--- config.mk ---
export PLATFORM = sky130hd
export DESIGN_NAME = counter_16bits
export DESIGN_NICKNAME = d
export VERILOG_FILES = /design/src/rtl/counter_16bits.sv
export SDC_FILE = /design/constraint.sdc
export NUM_CORES = 1
export LEC_CHECK = 0
export BUFFER_PORTS_ARGS = -buffer_cell sky130_fd_sc_hd__buf_2
export CAP_MARGIN = 10
export CORE_UTILIZATION = 35
export CTS_CLUSTER_SIZE = 14
export DETAILED_ROUTE_END_ITERATION = 16
export GPL_TIMING_DRIVEN = 0
export SLEW_MARGIN = 5
export SYNTH_ARGS = -nofsm -noshare
export SYNTH_HDL_FRONTEND = slang
export SYNTH_HIERARCHICAL = 1
export SYNTH_SLANG_ARGS = --single-unit
export TNS_END_PERCENT = 50
--- constraint.sdc ---
create_clock -name Clk -period 1.7 [get_ports Clk]
set_clock_uncertainty 0.15 [all_clocks]
set_input_delay 0.17 -clock Clk [delete_from_list [all_inputs] [get_ports Clk]]
set_output_delay 0.17 -clock Clk [all_outputs]
set_load 0.05 [all_outputs]
--- src/rtl/counter_16bits.sv ---
// 16-bit synchronous up-counter with a synchronous active-high clear.
// The datapath is four cascaded 4-bit slices. Each slice is built from
// toggle stages, and the slices are joined by an enable/terminal-count
// carry chain. Every flop runs on Clk; there is no ripple clocking.

// Single toggle storage stage with a synchronous clear.
module cnt16_tstage (
  input  logic clk,
  input  logic clr,
  input  logic t,
  output logic q
);

  // Clear has priority over toggle. Both take effect only on the rising edge.
  always_ff @(posedge clk) begin
    if (clr)
      q <= 1'b0;
    else if (t)
      q <= ~q;
  end

endmodule

// 4-bit counting slice. Stage i toggles when en is high and all lower stages are 1.
module cnt16_slice4 (
  input  logic       clk,
  input  logic       clr,
  input  logic       en,
  output logic [3:0] q,
  output logic       tc
);

  logic [3:0] t;

  // Per-stage toggle enables: the carry inside the slice.
  always_comb begin
    t[0] = en;
    t[1] = en & q[0];
    t[2] = en & q[0] & q[1];
    t[3] = en & q[0] & q[1] & q[2];
  end

  // Terminal count means the slice is at all ones. The next enabled edge carries out.
  assign tc = &q;

  cnt16_tstage u_stage0 (.clk(clk), .clr(clr), .t(t[0]), .q(q[0]));
  cnt16_tstage u_stage1 (.clk(clk), .clr(clr), .t(t[1]), .q(q[1]));
  cnt16_tstage u_stage2 (.clk(clk), .clr(clr), .t(t[2]), .q(q[2]));
  cnt16_tstage u_stage3 (.clk(clk), .clr(clr), .t(t[3]), .q(q[3]));

endmodule

// Top level. Port order is fixed so the counter can be instantiated positionally.
module counter_16bits (
  output logic [15:0] COUNT,
  input  logic        Clr,
  input  logic        Clk
);

  logic [4:0] en;
  logic [3:0] tc;

  // Slice 0 is always enabled. Each later slice is enabled only when every lower slice is at terminal count.
  always_comb begin
    en[0] = 1'b1;
    en[1] = en[0] & tc[0];
    en[2] = en[1] & tc[1];
    en[3] = en[2] & tc[2];
    en[4] = en[3] & tc[3];
  end

  cnt16_slice4 u_slice0 (.clk(Clk), .clr(Clr), .en(en[0]), .q(COUNT[3:0]),   .tc(tc[0]));
  cnt16_slice4 u_slice1 (.clk(Clk), .clr(Clr), .en(en[1]), .q(COUNT[7:4]),   .tc(tc[1]));
  cnt16_slice4 u_slice2 (.clk(Clk), .clr(Clr), .en(en[2]), .q(COUNT[11:8]),  .tc(tc[2]));
  cnt16_slice4 u_slice3 (.clk(Clk), .clr(Clr), .en(en[3]), .q(COUNT[15:12]), .tc(tc[3]));

  // en[4] is the carry out of the whole counter. Wrap-around produces no flag, so it is left unused.
  logic unused_carry;
  assign unused_carry = en[4];

endmodule

# After elaboration in Yosys (flattened, before gate mapping)
# Index checks and enable logic that the tools add are counted.
# word_totals
regBits	16
in_bits	2
output_inout_bits	16
word_cells	48
# op_classes
n_bitwise	29
n_reduce_logical	3
# op_table
operator	n
inverter 1 bit	16
bitwise AND 1 bit	13
AND reduction 4 bit	3

# Logic depth before layout (Yosys ltp)
# Gate-level depths: netlist of run 1.
# depth
ltp_word	6
ltp_mapped	5
mapped_depth_nobuf	5

# By module
# Netlist of run 1, hierarchy kept.
# modules_own_cells
mod	n_inst	cells_each	area_each_um2	seq_area_each_um2
cnt16_tstage	16	3	32.5	20.0
cnt16_slice4	4	4	32.5	0.0
counter_16bits	1	3	16.3	0.0

# Least setup slack after synthesis of run 1
# Ideal clock, no wire load.
# synth_path
path_type	register to register
from	reg u_slice0.u_stage0.q
to	reg u_slice3.u_stage3.q
setup_time_ps	115
arrival_ps	1573
t_required_ps	1435
path_slack_ps	-138
path_stages_with_launch	6
n_path_buf	0
synth_period_minus_slack_ps	1838
path_cell_list	dfxtp_1 -> and4_1 -> and3_1 -> and4_1 -> xnor2_1 -> nor2_1
# synth_via
elab_chain_cells	6
# synth_rtl
element	line_no	source
start: declaration	11	output logic q
start signal: assignment	19	q <= ~q;
AND reduction 4 bit	44	assign tc = &q;
net en[1]	60	logic [4:0] en;
bitwise AND 1 bit	67	en[2] = en[1] & tc[1];
bitwise AND 1 bit	68	en[3] = en[2] & tc[2];
net en[3]	60	
bitwise AND 1 bit (3 in a row)	40	t[3] = en & q[0] & q[1] & q[2];
net u_slice3.t[3]	33	logic [3:0] t;
end signal: assignment	19	
end: declaration	11	
# The timed path passes the listed nets, and every way through them passes these cells.
# A chain may end at the register's enable or synchronous reset.

# Worst setup path after layout of run 1
# layout_path
from	reg u_slice0.u_stage1.q
to	reg u_slice3.u_stage2.q
# layout_via
elab_chain_cells	5
# layout_rtl
element	line_no	source
start: declaration	11	
start signal: assignment	19	
AND reduction 4 bit	44	
net en[1]	60	
bitwise AND 1 bit	67	
bitwise AND 1 bit	68	
net en[3]	60	
bitwise AND 1 bit (2 in a row)	39	t[2] = en & q[0] & q[1];
net u_slice3.t[2]	33	
end signal: assignment	19	
end: declaration	11	
# The timed path passes the listed nets, and every way through them passes these cells.

==> results by group, run 1 <==
Outcome
  – Status: finished, final reports clean

Global routing
  – Initial antenna violation count: 0
  – Gr ovfl total: 0
  – Overall Global Routing Usage: about an eighth
  – First-pass GRT wire length: 1.738 mm
  – Vias in the first global route: 394
  – Largest net degree at the start of global routing: 17

Critical path
  – Slowest-stage cell, CP: dfxtp_2
  – FF-to-FF End: u_slice3/u_stage2/q$_SDFFE_PP0P_
  – Data required, critical path: 1730 ps
  – Reg-to-reg startpoint: u_slice0/u_stage1/q$_SDFFE_PP0P_
  – Worst setup SP type: flop
  – Critical-path maximum fanout: 6
  – Crit path depth: 5
  – Worst Setup SP: u_slice0/u_stage1/q$_SDFFE_PP0P_
  – Crit path buf inv count: 0
  – Setup CP Type: flop to flop
  – Crit-path cells: and4_2 -> and3_1 -> and3_2 -> xnor2_1 -> nor2_1
  – CP arrival: approximately 1600 ps
  – Critical Path Sink: u_slice3/u_stage2/q$_SDFFE_PP0P_
  – Reg-to-reg setup timing slack: 160 ps
  – Worst reg2reg path depth: 5
  – Critical Path Sink Type: flop
  – Crit-path leading delay family: simple AND/OR/NAND/NOR gates
  – Delay of the slowest cell on the worst path: around 370 ps

Logic synthesis
  – Syn avg cell area: 9.972 um2
  – Mapped cell area: 658.1 um2
  – Synthesis Warnings: 6
  – Cells after Synth: 66

Power and ir drop
  – Maximum VDD drop: ~500 uV
  – Leak Pwr: 0.3745 nW
  – Power Density: 816.1 nW/um2

Layout
  – Fin nets: 93
  – Share of cells above drive strength 1: 44.44%
  – Storage cell area: approximately 330 um2
  – Area growth, synth to finish: 27.00%
  – Multi-input combinational cell area: 350.3 um2
  – Filler cell count: 179
  – Antenna diodes: 0

Floorplan
  – Num rows: 15
  – Initial Util: 37.71%
  – I/O pin count: 18
  – Core ar.: approximately 1700 um2
  – Die Footprint: 2058 um2
  – DIE WIDTH: 45.37 um
  – Die height: between 40 and 50 um

STA
  – Worst setup margin: 156.7 ps
  – Setup TNS: 0 ps
  – Slew Viols, Final: 0
  – Final Setup Violations: 0
  – Post-layout min period: 1543 ps
  – Period Utilization, post-route: 90.78%
  – Hold Fails Final Rpt: 0
  – Hold Slack: 69.06 ps
  – Top achievable clock speed: 648.0 MHz
  – RSZ-0062 raised after global routing: false

Clocking
  – H-tree depth: 1
  – Total clock buffers created by CTS: 3
  – Skew-Pair Late Insertion Delay: 290 ps
  – Longest Clk Path Bufs: 2
  – CTS clk-pin slew, worst paths: 100 ps
  – CTS tree: done
  – Clock Sinks: 16
  – CTS Root Cell: clkbuf_4

Detailed routing
  – DRT iter0 DRCs: 3
  – ANT nets after route: 0
  – Final WL: 1.054 mm
  – First-pass DRT Iterations: 2
  – DR vias: around 480
  – Residual DRC: 0
  – Routed vias/inst: between 4 and 5
  – Routed WL per cell: around 9.2 um

Place
  – # port buffers: 17
  – Dpl hpwl: between 700 and 800 um
  – GP Congestion: 0.6716
  – Pre-CTS setup slack: 127.6 ps

Min path
  – Hold Crit Class: input port to flop
  – Hold Crit Depth: 2

Job
  – Max-Cap Viols: 0
==> registers in the layout (all words and copies together) (netlist names) <==
| register | count |
|---|---|
| u_slice0/u_stage2/q | 1 |
| u_slice2/u_stage1/q | 1 |
| u_slice2/u_stage2/q | 1 |
| u_slice1/u_stage3/q | 1 |
| u_slice1/u_stage0/q | 1 |
| u_slice3/u_stage2/q | 1 |
| u_slice0/u_stage3/q | 1 |
| u_slice2/u_stage0/q | 1 |
| u_slice1/u_stage1/q | 1 |
| u_slice3/u_stage3/q | 1 |
| u_slice0/u_stage1/q | 1 |
| u_slice2/u_stage3/q | 1 |
| u_slice3/u_stage1/q | 1 |
| u_slice0/u_stage0/q | 1 |
| u_slice1/u_stage2/q | 1 |
| u_slice3/u_stage0/q | 1 |
==> area by class of cell <==
| cell class | count | area share [%] |
|---|---|---|
| Sequential cell | 16 | 39.82 |
| Timing Repair Buffer | 17 | 10.18 |
| Multi-Input combinational cell | 53 | 41.92 |
| Tap cell | 25 | 3.743 |
| Clock buffer | 4 | 4.341 |
==> placed cells by master, fill, tap and decap left out, types with 3 or more instances in the layout <==
cell type and instances:
and2_2 4, dfxtp_2 10, dfxtp_1 6, xnor2_1 16
conb_1 4, clkbuf_4 3, and4_1 6, nor2_1 16
buf_2 17, and3_2 4
==> routing by layer <==
| metal | track usage (%) | up-vias | share of wire [%] |
|---|---|---|---|
| li1 | - | 263 | - |
| met1 | 16.26 | 202 | 54 |
| met2 | 16.23 | 14 | 39 |
| met3 | 7.200 | 3 | 7.1 |
| met4 | 5.455 | 0 | 0.57 |
| met5 | 0 | - | 0 |
==> how the worst min path moves through the flow <==
stage                                      from                               end
5_1_grt                                     Clr  u_slice2/u_stage2/q$_SDFFE_PP0P_
6_report                                    Clr  u_slice1/u_stage1/q$_SDFFE_PP0P_
3_5_place_dp   u_slice0/u_stage3/q$_SDFFE_PP0P_  u_slice0/u_stage3/q$_SDFFE_PP0P_
2_1_floorplan                               Clr  u_slice0/u_stage0/q$_SDFFE_PP0P_
3_3_place_gp   u_slice0/u_stage3/q$_SDFFE_PP0P_  u_slice0/u_stage3/q$_SDFFE_PP0P_
4_1_cts                                     Clr  u_slice0/u_stage3/q$_SDFFE_PP0P_
==> stage by stage <==
stage | instances | area, um2 | utilization, % | power, mW
floorplan | 69 | 681.9 | - | 0.4234
finish | 115 | 835.8 | 47.89 | 0.6821
global route | 115 | 835.8 | 47.89 | 0.7157
CTS | 115 | 834.6 | 47.81 | 0.6892
detailed placement | 111 | 798.3 | 45.73 | 0.4364
global placement | 111 | 798.3 | 45.73 | 0.4362
==> where the power goes <==
part           internal [mW]  total (mW)  switching [mW]
Clock                  0.131       0.255           0.124
Combinational         0.0116      0.0409          0.0293
Sequential             0.381       0.386         0.00597
==> worst reg2reg max path, delay by kind of cell, from the launching register on <==
kind | cells | cell delay [ps]
and+or+nand+nor | 4 | 790
xor gates and xnor gates | 1 | 120
DFF | 1 | 370
==> what timing repair did <==
action                     in CTS  in global routing
buffers inserted                0                  0
hold buffers                    0                  0
gates resized for setup         0                  1
setup endpoints to repair       0                  1
Power figures use the tool's default switching activity.
==> inputs of run 2 (changes only) <==
--- a/config.mk
+++ b/config.mk
@@ -7,10 +7,12 @@
 export LEC_CHECK = 0
 export BUFFER_PORTS_ARGS = -buffer_cell sky130_fd_sc_hd__buf_2
 export CAP_MARGIN = 10
+export CORE_MARGIN = 3
 export CORE_UTILIZATION = 35
 export CTS_CLUSTER_SIZE = 14
 export DETAILED_ROUTE_END_ITERATION = 16
 export GPL_TIMING_DRIVEN = 0
+export PLACE_DENSITY_LB_ADDON = 0.2
 export SLEW_MARGIN = 5
 export SYNTH_ARGS = -nofsm -noshare
 export SYNTH_HDL_FRONTEND = slang
==> results by group, run 2 (synthesis results as in run 1) <==
Global routing
  – Overall Global Routing Usage: 10.24% (was 12.41%)
  – First-pass GRT wire length: 1.904 mm (was 1.738 mm)
  – Vias in the first global route: 440 (was 394)
  – Gr ovfl total: 0 (unchanged)
  – Largest net degree at the start of global routing: 17 (unchanged)
  – Initial antenna violation count: 0 (unchanged)

Place
  – Dpl hpwl: 848.7 um (was 723.1 um)
  – GP Congestion: 0.6355 (was 0.6716)
  – Dpl cell area: 798.3 um2 (unchanged)
  – Cell total after placement: 111 (unchanged)
  – # port buffers: 17 (unchanged)
  – Pre-CTS setup slack: 133.1 ps (was 127.6 ps)

Power and ir drop
  – Maximum VDD drop: 355.3 uV (was 496.2 uV)
  – Psw: 0.1402 mW (was 0.1595 mW)
  – Comb power frac: 6.7% (was 6.0%)
  – Sequential power share: 63.0% (was 56.7%)
  – Clock network power share: 30.3% (was 37.3%)
  – Sw Ratio: 22.82% (was 23.38%)
  – Total Power: 0.6142 mW (was 0.6821 mW)
  – Power Density: 748.3 nW/um2 (was 816.1 nW/um2)
  – Int Power: 0.4740 mW (was 0.5226 mW)
  – Leak Pwr: 0.3673 nW (was 0.3745 nW)

Clocking
  – Clock Sinks: 16 (unchanged)
  – Skew-Pair Late Insertion Delay: 280 ps (was 290 ps)
  – CTS tree: done (unchanged)
  – PostCTS Resize Cnt: 0 (unchanged)
  – Total clock buffers created by CTS: 3 (unchanged)
  – H-tree depth: 1 (unchanged)
  – CTS Root Cell: clkbuf_4 (unchanged)
  – Longest Clk Path Bufs: 2 (unchanged)
  – Hold buffers post-CTS: 0 (unchanged)
  – Post-CTS Setup Bufs: 0 (unchanged)
  – CTS clk-pin slew, worst paths: 80 ps (was 100 ps)

STA
  – Hold Slack: 91.28 ps (was 69.06 ps)
  – Worst setup margin: 141.5 ps (was 156.7 ps)
  – Period Utilization, post-route: 91.67% (was 90.78%)
  – Setup TNS: 0 ps (unchanged)
  – Slew Viols, Final: 0 (unchanged)
  – Hold Fails Final Rpt: 0 (unchanged)
  – RSZ-0062 raised after global routing: false (unchanged)
  – Final Setup Violations: 0 (unchanged)
  – Post-layout min period: 1558 ps (was 1543 ps)
  – Top achievable clock speed: 641.7 MHz (was 648.0 MHz)

Critical path
  – Critical Path Sink Type: flop (unchanged)
  – Setup CP Type: flop to flop (unchanged)
  – Reg-to-reg setup timing slack: 140 ps (was 160 ps)
  – Worst Setup SP: u_slice0/u_stage1/q$_SDFFE_PP0P_ (unchanged)
  – Data required, critical path: 1710 ps (was 1730 ps)
  – Worst setup SP type: flop (unchanged)
  – Reg-to-reg startpoint: u_slice0/u_stage1/q$_SDFFE_PP0P_ (unchanged)
  – Critical-path maximum fanout: 6 (unchanged)
  – FF-to-FF End: u_slice3/u_stage3/q$_SDFFE_PP0P_ (was u_slice3/u_stage2/q$_SDFFE_PP0P_)
  – Critical Path Sink: u_slice3/u_stage3/q$_SDFFE_PP0P_ (was u_slice3/u_stage2/q$_SDFFE_PP0P_)
  – CP arrival: 1570 ps (was 1580 ps)
  – Worst reg2reg path depth: 5 (unchanged)

Detailed routing
  – DRT iter0 DRCs: 3 (unchanged)
  – Final WL: 1.132 mm (was 1.054 mm)
  – DR vias: 489 (was 482)
  – Routed WL per cell: 9.930 um (was 9.165 um)
  – First-pass DRT Iterations: 2 (unchanged)
  – Routed vias/inst: 4.289 (was 4.191)
  – Residual DRC: 0 (unchanged)
  – ANT nets after route: 0 (unchanged)

Floorplan
  – I/O pin count: 18 (unchanged)
  – DIE WIDTH: 49.37 um (was 45.37 um)
  – Die height: 49.37 um (was 45.37 um)
  – Die Footprint: 2437 um2 (was 2058 um2)
  – Core ar.: 1745 um2 (unchanged)
  – Initial Util: 37.71% (unchanged)
  – Num rows: 15 (unchanged)

Outcome
  – Status: finished, final reports clean (unchanged)

Layout
  – Share of cells above drive strength 1: 42.70% (was 44.44%)
  – Post-route design area: 820.8 um2 (was 835.8 um2)
  – Area growth, synth to finish: 24.71% (was 27.00%)
  – Antenna diodes: 0 (unchanged)
  – Filler cell count: 181 (was 179)
  – Final core occ: 47.03% (was 47.89%)
  – Non-Filler Instances: 114 (was 115)
  – Fin nets: 93 (unchanged)
  – Commonest non-fill, non-tap cell in the layout: buf_2 (unchanged)
  – Most frequent cells in the layout: buf_2 (17), xnor2_1 (16), nor2_1 (16) (unchanged)

Min path
  – Hold Crit Class: input port to flop (unchanged)

Job
  – Max-Cap Viols: 0 (unchanged)
run 2: worst min path at each step:
stage / start / endpoint / slack (ps) / cells after the start
detailed placement: u_slice0/u_stage3/q$_SDFFE_PP0P_ / u_slice0/u_stage3/q$_SDFFE_PP0P_ / 350 / 2
global placement: u_slice0/u_stage3/q$_SDFFE_PP0P_ / u_slice0/u_stage3/q$_SDFFE_PP0P_ / 340 / 2
floorplan: Clr / u_slice0/u_stage0/q$_SDFFE_PP0P_ / 80 / 1
global route: Clr / u_slice1/u_stage2/q$_SDFFE_PP0P_ / 90 / 2
CTS: Clr / u_slice2/u_stage1/q$_SDFFE_PP0P_ / 90 / 2
finish: Clr / u_slice1/u_stage2/q$_SDFFE_PP0P_ / 90 / 2
run 2: power groups by stage:
stage	logic [mW]	registers [mW]	clock network [mW]
4_1_cts	0.0416	0.387	0.199
2_1_floorplan	0.0113	0.412	0
3_3_place_gp	0.0413	0.395	0
6_report	0.0412	0.387	0.186
5_1_grt	0.0441	0.388	0.216
3_5_place_dp	0.0416	0.396	0
run 2: routing by layer:
layer | track usage [%] | vias to the layer above | routed length (um)
met5 | 0 | - | 0
met4 | 2.844 | 0 | 0
met3 | 6.116 | 0 | 78
met2 | 15.63 | 11 | 535
met1 | 11.96 | 219 | 517
li1 | - | 259 | -
run 2: final cells by class:
class / count / area [um2] / share of cell area [%]
Multi-Input combinational cell: 53 / 349.1 / 42.53
Sequential cell: 16 / 332.8 / 40.55
Timing Repair Buffer: 17 / 85.08 / 10.37
Tap cell: 25 / 31.28 / 3.811
Clock buffer: 3 / 22.52 / 2.744
run 2: critical path, cell delays in order, from the launching register on:
cell and delay (ps):
dfxtp_2 370, and4_1 320, and3_1 250, and4_1 200, xnor2_1 110, nor2_1 50
==> inputs of run 3 (changes only) <==
--- a/config.mk
+++ b/config.mk
@@ -12,6 +12,7 @@
 export CTS_CLUSTER_SIZE = 14
 export DETAILED_ROUTE_END_ITERATION = 16
 export GPL_TIMING_DRIVEN = 0
+export HOLD_SLACK_MARGIN = 0.1
 export PLACE_DENSITY_LB_ADDON = 0.2
 export SLEW_MARGIN = 5
 export SYNTH_ARGS = -nofsm -noshare
==> results by group, run 3 (synthesis results as in run 1) <==
Power and ir drop
  – Power Density: 741.4 nW/um2 (was 748.3 nW/um2)
  – Leak Pwr: 0.3714 nW (was 0.3673 nW)
  – Maximum VDD drop: 355.4 uV (was 355.3 uV)

Floorplan
  – Num rows: 15 (unchanged)
  – Core ar.: 1745 um2 (unchanged)
  – Die height: 49.37 um (unchanged)
  – I/O pin count: 18 (unchanged)
  – DIE WIDTH: 49.37 um (unchanged)
  – Die Footprint: 2437 um2 (unchanged)
  – Initial Util: 37.71% (unchanged)

Layout
  – Most frequent cells in the layout: buf_2 (17), xnor2_1 (16), nor2_1 (16) (unchanged)
  – Antenna diodes: 0 (unchanged)
  – Non-Filler Instances: 115 (was 114)
  – Fin nets: 94 (was 93)
  – Filler cell count: 182 (was 181)
  – Area growth, synth to finish: 26.24% (was 24.71%)
  – Share of cells above drive strength 1: 42.22% (was 42.70%)
  – Commonest non-fill, non-tap cell in the layout: buf_2 (unchanged)
  – Final core occ: 47.60% (was 47.03%)

Detailed routing
  – Routed vias/inst: 4.287 (was 4.289)
  – Routed WL per cell: 9.861 um (was 9.930 um)
  – ANT nets after route: 0 (unchanged)
  – DR vias: 493 (was 489)
  – Residual DRC: 0 (unchanged)
  – DRT iter0 DRCs: 3 (unchanged)
  – Final WL: 1.134 mm (was 1.132 mm)
  – First-pass DRT Iterations: 2 (unchanged)

STA
  – Slew Viols, Final: 0 (unchanged)
  – Hold Fails Final Rpt: 0 (unchanged)
  – RSZ-0062 raised after global routing: false (unchanged)
  – Worst setup margin: 141.5 ps (about the same)
  – Hold Slack: 362.5 ps (was 91.28 ps)
  – Final Setup Violations: 0 (unchanged)
  – Top achievable clock speed: 641.6 MHz (was 641.7 MHz)
  – Post-layout min period: 1559 ps (was 1558 ps)
  – Setup TNS: 0 ps (unchanged)
  – Period Utilization, post-route: 91.68% (was 91.67%)

Critical path
  – Data required, critical path: 1710 ps (about the same)
  – CP arrival: 1570 ps (about the same)
  – Reg-to-reg setup timing slack: 140 ps (about the same)
  – Critical-path maximum fanout: 6 (unchanged)
  – Critical Path Sink Type: flop (unchanged)
  – Setup CP Type: flop to flop (unchanged)
  – Worst setup SP type: flop (unchanged)
  – Worst Setup SP: u_slice0/u_stage1/q$_SDFFE_PP0P_ (unchanged)
  – Reg-to-reg startpoint: u_slice0/u_stage1/q$_SDFFE_PP0P_ (unchanged)
  – FF-to-FF End: u_slice3/u_stage3/q$_SDFFE_PP0P_ (unchanged)
  – Worst reg2reg path depth: 5 (unchanged)

Global routing
  – First-pass GRT wire length: 1.918 mm (was 1.904 mm)
  – Initial antenna violation count: 0 (unchanged)
  – Overall Global Routing Usage: 10.30% (was 10.24%)
  – Vias in the first global route: 442 (was 440)
  – Gr ovfl total: 0 (unchanged)
  – Largest net degree at the start of global routing: 17 (unchanged)

Place
  – # port buffers: 17 (unchanged)
  – GP Congestion: 0.6355 (unchanged)
  – Pre-CTS setup slack: 133.1 ps (unchanged)
  – Dpl hpwl: 848.7 um (unchanged)
  – Cell total after placement: 111 (unchanged)

Clocking
  – CTS tree: done (unchanged)
  – Longest Clk Path Bufs: 2 (unchanged)
  – CTS Root Cell: clkbuf_4 (unchanged)
  – H-tree depth: 1 (unchanged)
  – Total clock buffers created by CTS: 3 (unchanged)
  – Clock Sinks: 16 (unchanged)
  – CTS clk-pin slew, worst paths: 80 ps (about the same)
  – PostCTS Resize Cnt: 0 (unchanged)
  – Skew-Pair Late Insertion Delay: 280 ps (about the same)

Min path
  – Worst hold start: u_slice0/u_stage3/q$_SDFFE_PP0P_ (was Clr)
  – Hold Crit Depth: 2 (unchanged)
  – Hold path endpoint: u_slice0/u_stage3/q$_SDFFE_PP0P_ (was u_slice1/u_stage2/q$_SDFFE_PP0P_)
  – Hold Crit Class: flop to flop (was input port to flop)

Outcome
  – Status: finished, final reports clean (unchanged)

Job
  – Max-Cap Viols: 0 (unchanged)
==> run 3: through the flow <==
stage               total power, mW  area, um2
CTS                          0.6293      830.8
floorplan                    0.4234      681.9
global placement             0.4366      798.3
finish                       0.6160      830.8
global route                 0.6502      830.8
detailed placement           0.4373      798.3
==> run 3: where the power goes <==
group / internal, mW / total, mW / switching, mW
logic: 0.0130 / 0.0429 / 0.0299
registers: 0.380 / 0.387 / 0.00637
clock network: 0.0821 / 0.186 / 0.104
total: 0.476 / 0.616 / 0.140
==> run 3: critical path: stages, from the launching register on <==
cell and delay (ps):
dfxtp_2 370, and4_1 320, and3_1 250, and4_1 200, xnor2_1 110, nor2_1 50
==> run 3: worst max-delay path by stage <==
| stage | endpoint | depth (start not counted) |
|---|---|---|
| 2_1_floorplan | u_slice3/u_stage3/q$_SDFFE_PP0P_ | 5 |
| 3_3_place_gp | u_slice3/u_stage3/q$_SDFFE_PP0P_ | 5 |
| 3_5_place_dp | u_slice3/u_stage3/q$_SDFFE_PP0P_ | 5 |
| 6_report | u_slice3/u_stage3/q$_SDFFE_PP0P_ | 5 |
| 4_1_cts | u_slice3/u_stage3/q$_SDFFE_PP0P_ | 5 |
| 5_1_grt | u_slice3/u_stage3/q$_SDFFE_PP0P_ | 5 |
==> run 3: metal layers <==
layer / GRT usage (%) / part of all wire, %
met5: 0 / 0
met1: 12.15 / 46
met4: 2.844 / 0
met2: 15.63 / 47
met3: 6.116 / 6.9
==> run 3: final cells by class <==
type | instances | area, um2 | share of cell area (%)
multi-input combinational | 53 | 349.1 | 42.02
sequential | 16 | 332.8 | 40.06
timing repair buffer | 18 | 95.09 | 11.45
tap | 25 | 31.28 | 3.765
clock buffer | 3 | 22.52 | 2.711
==> run 3: what timing repair did <==
item,4_1_cts,5_1_grt
hold endpoints to repair,14,0
hold buffers,1,0
buffers inserted,0,0
endpoints found under the setup margin,0,0
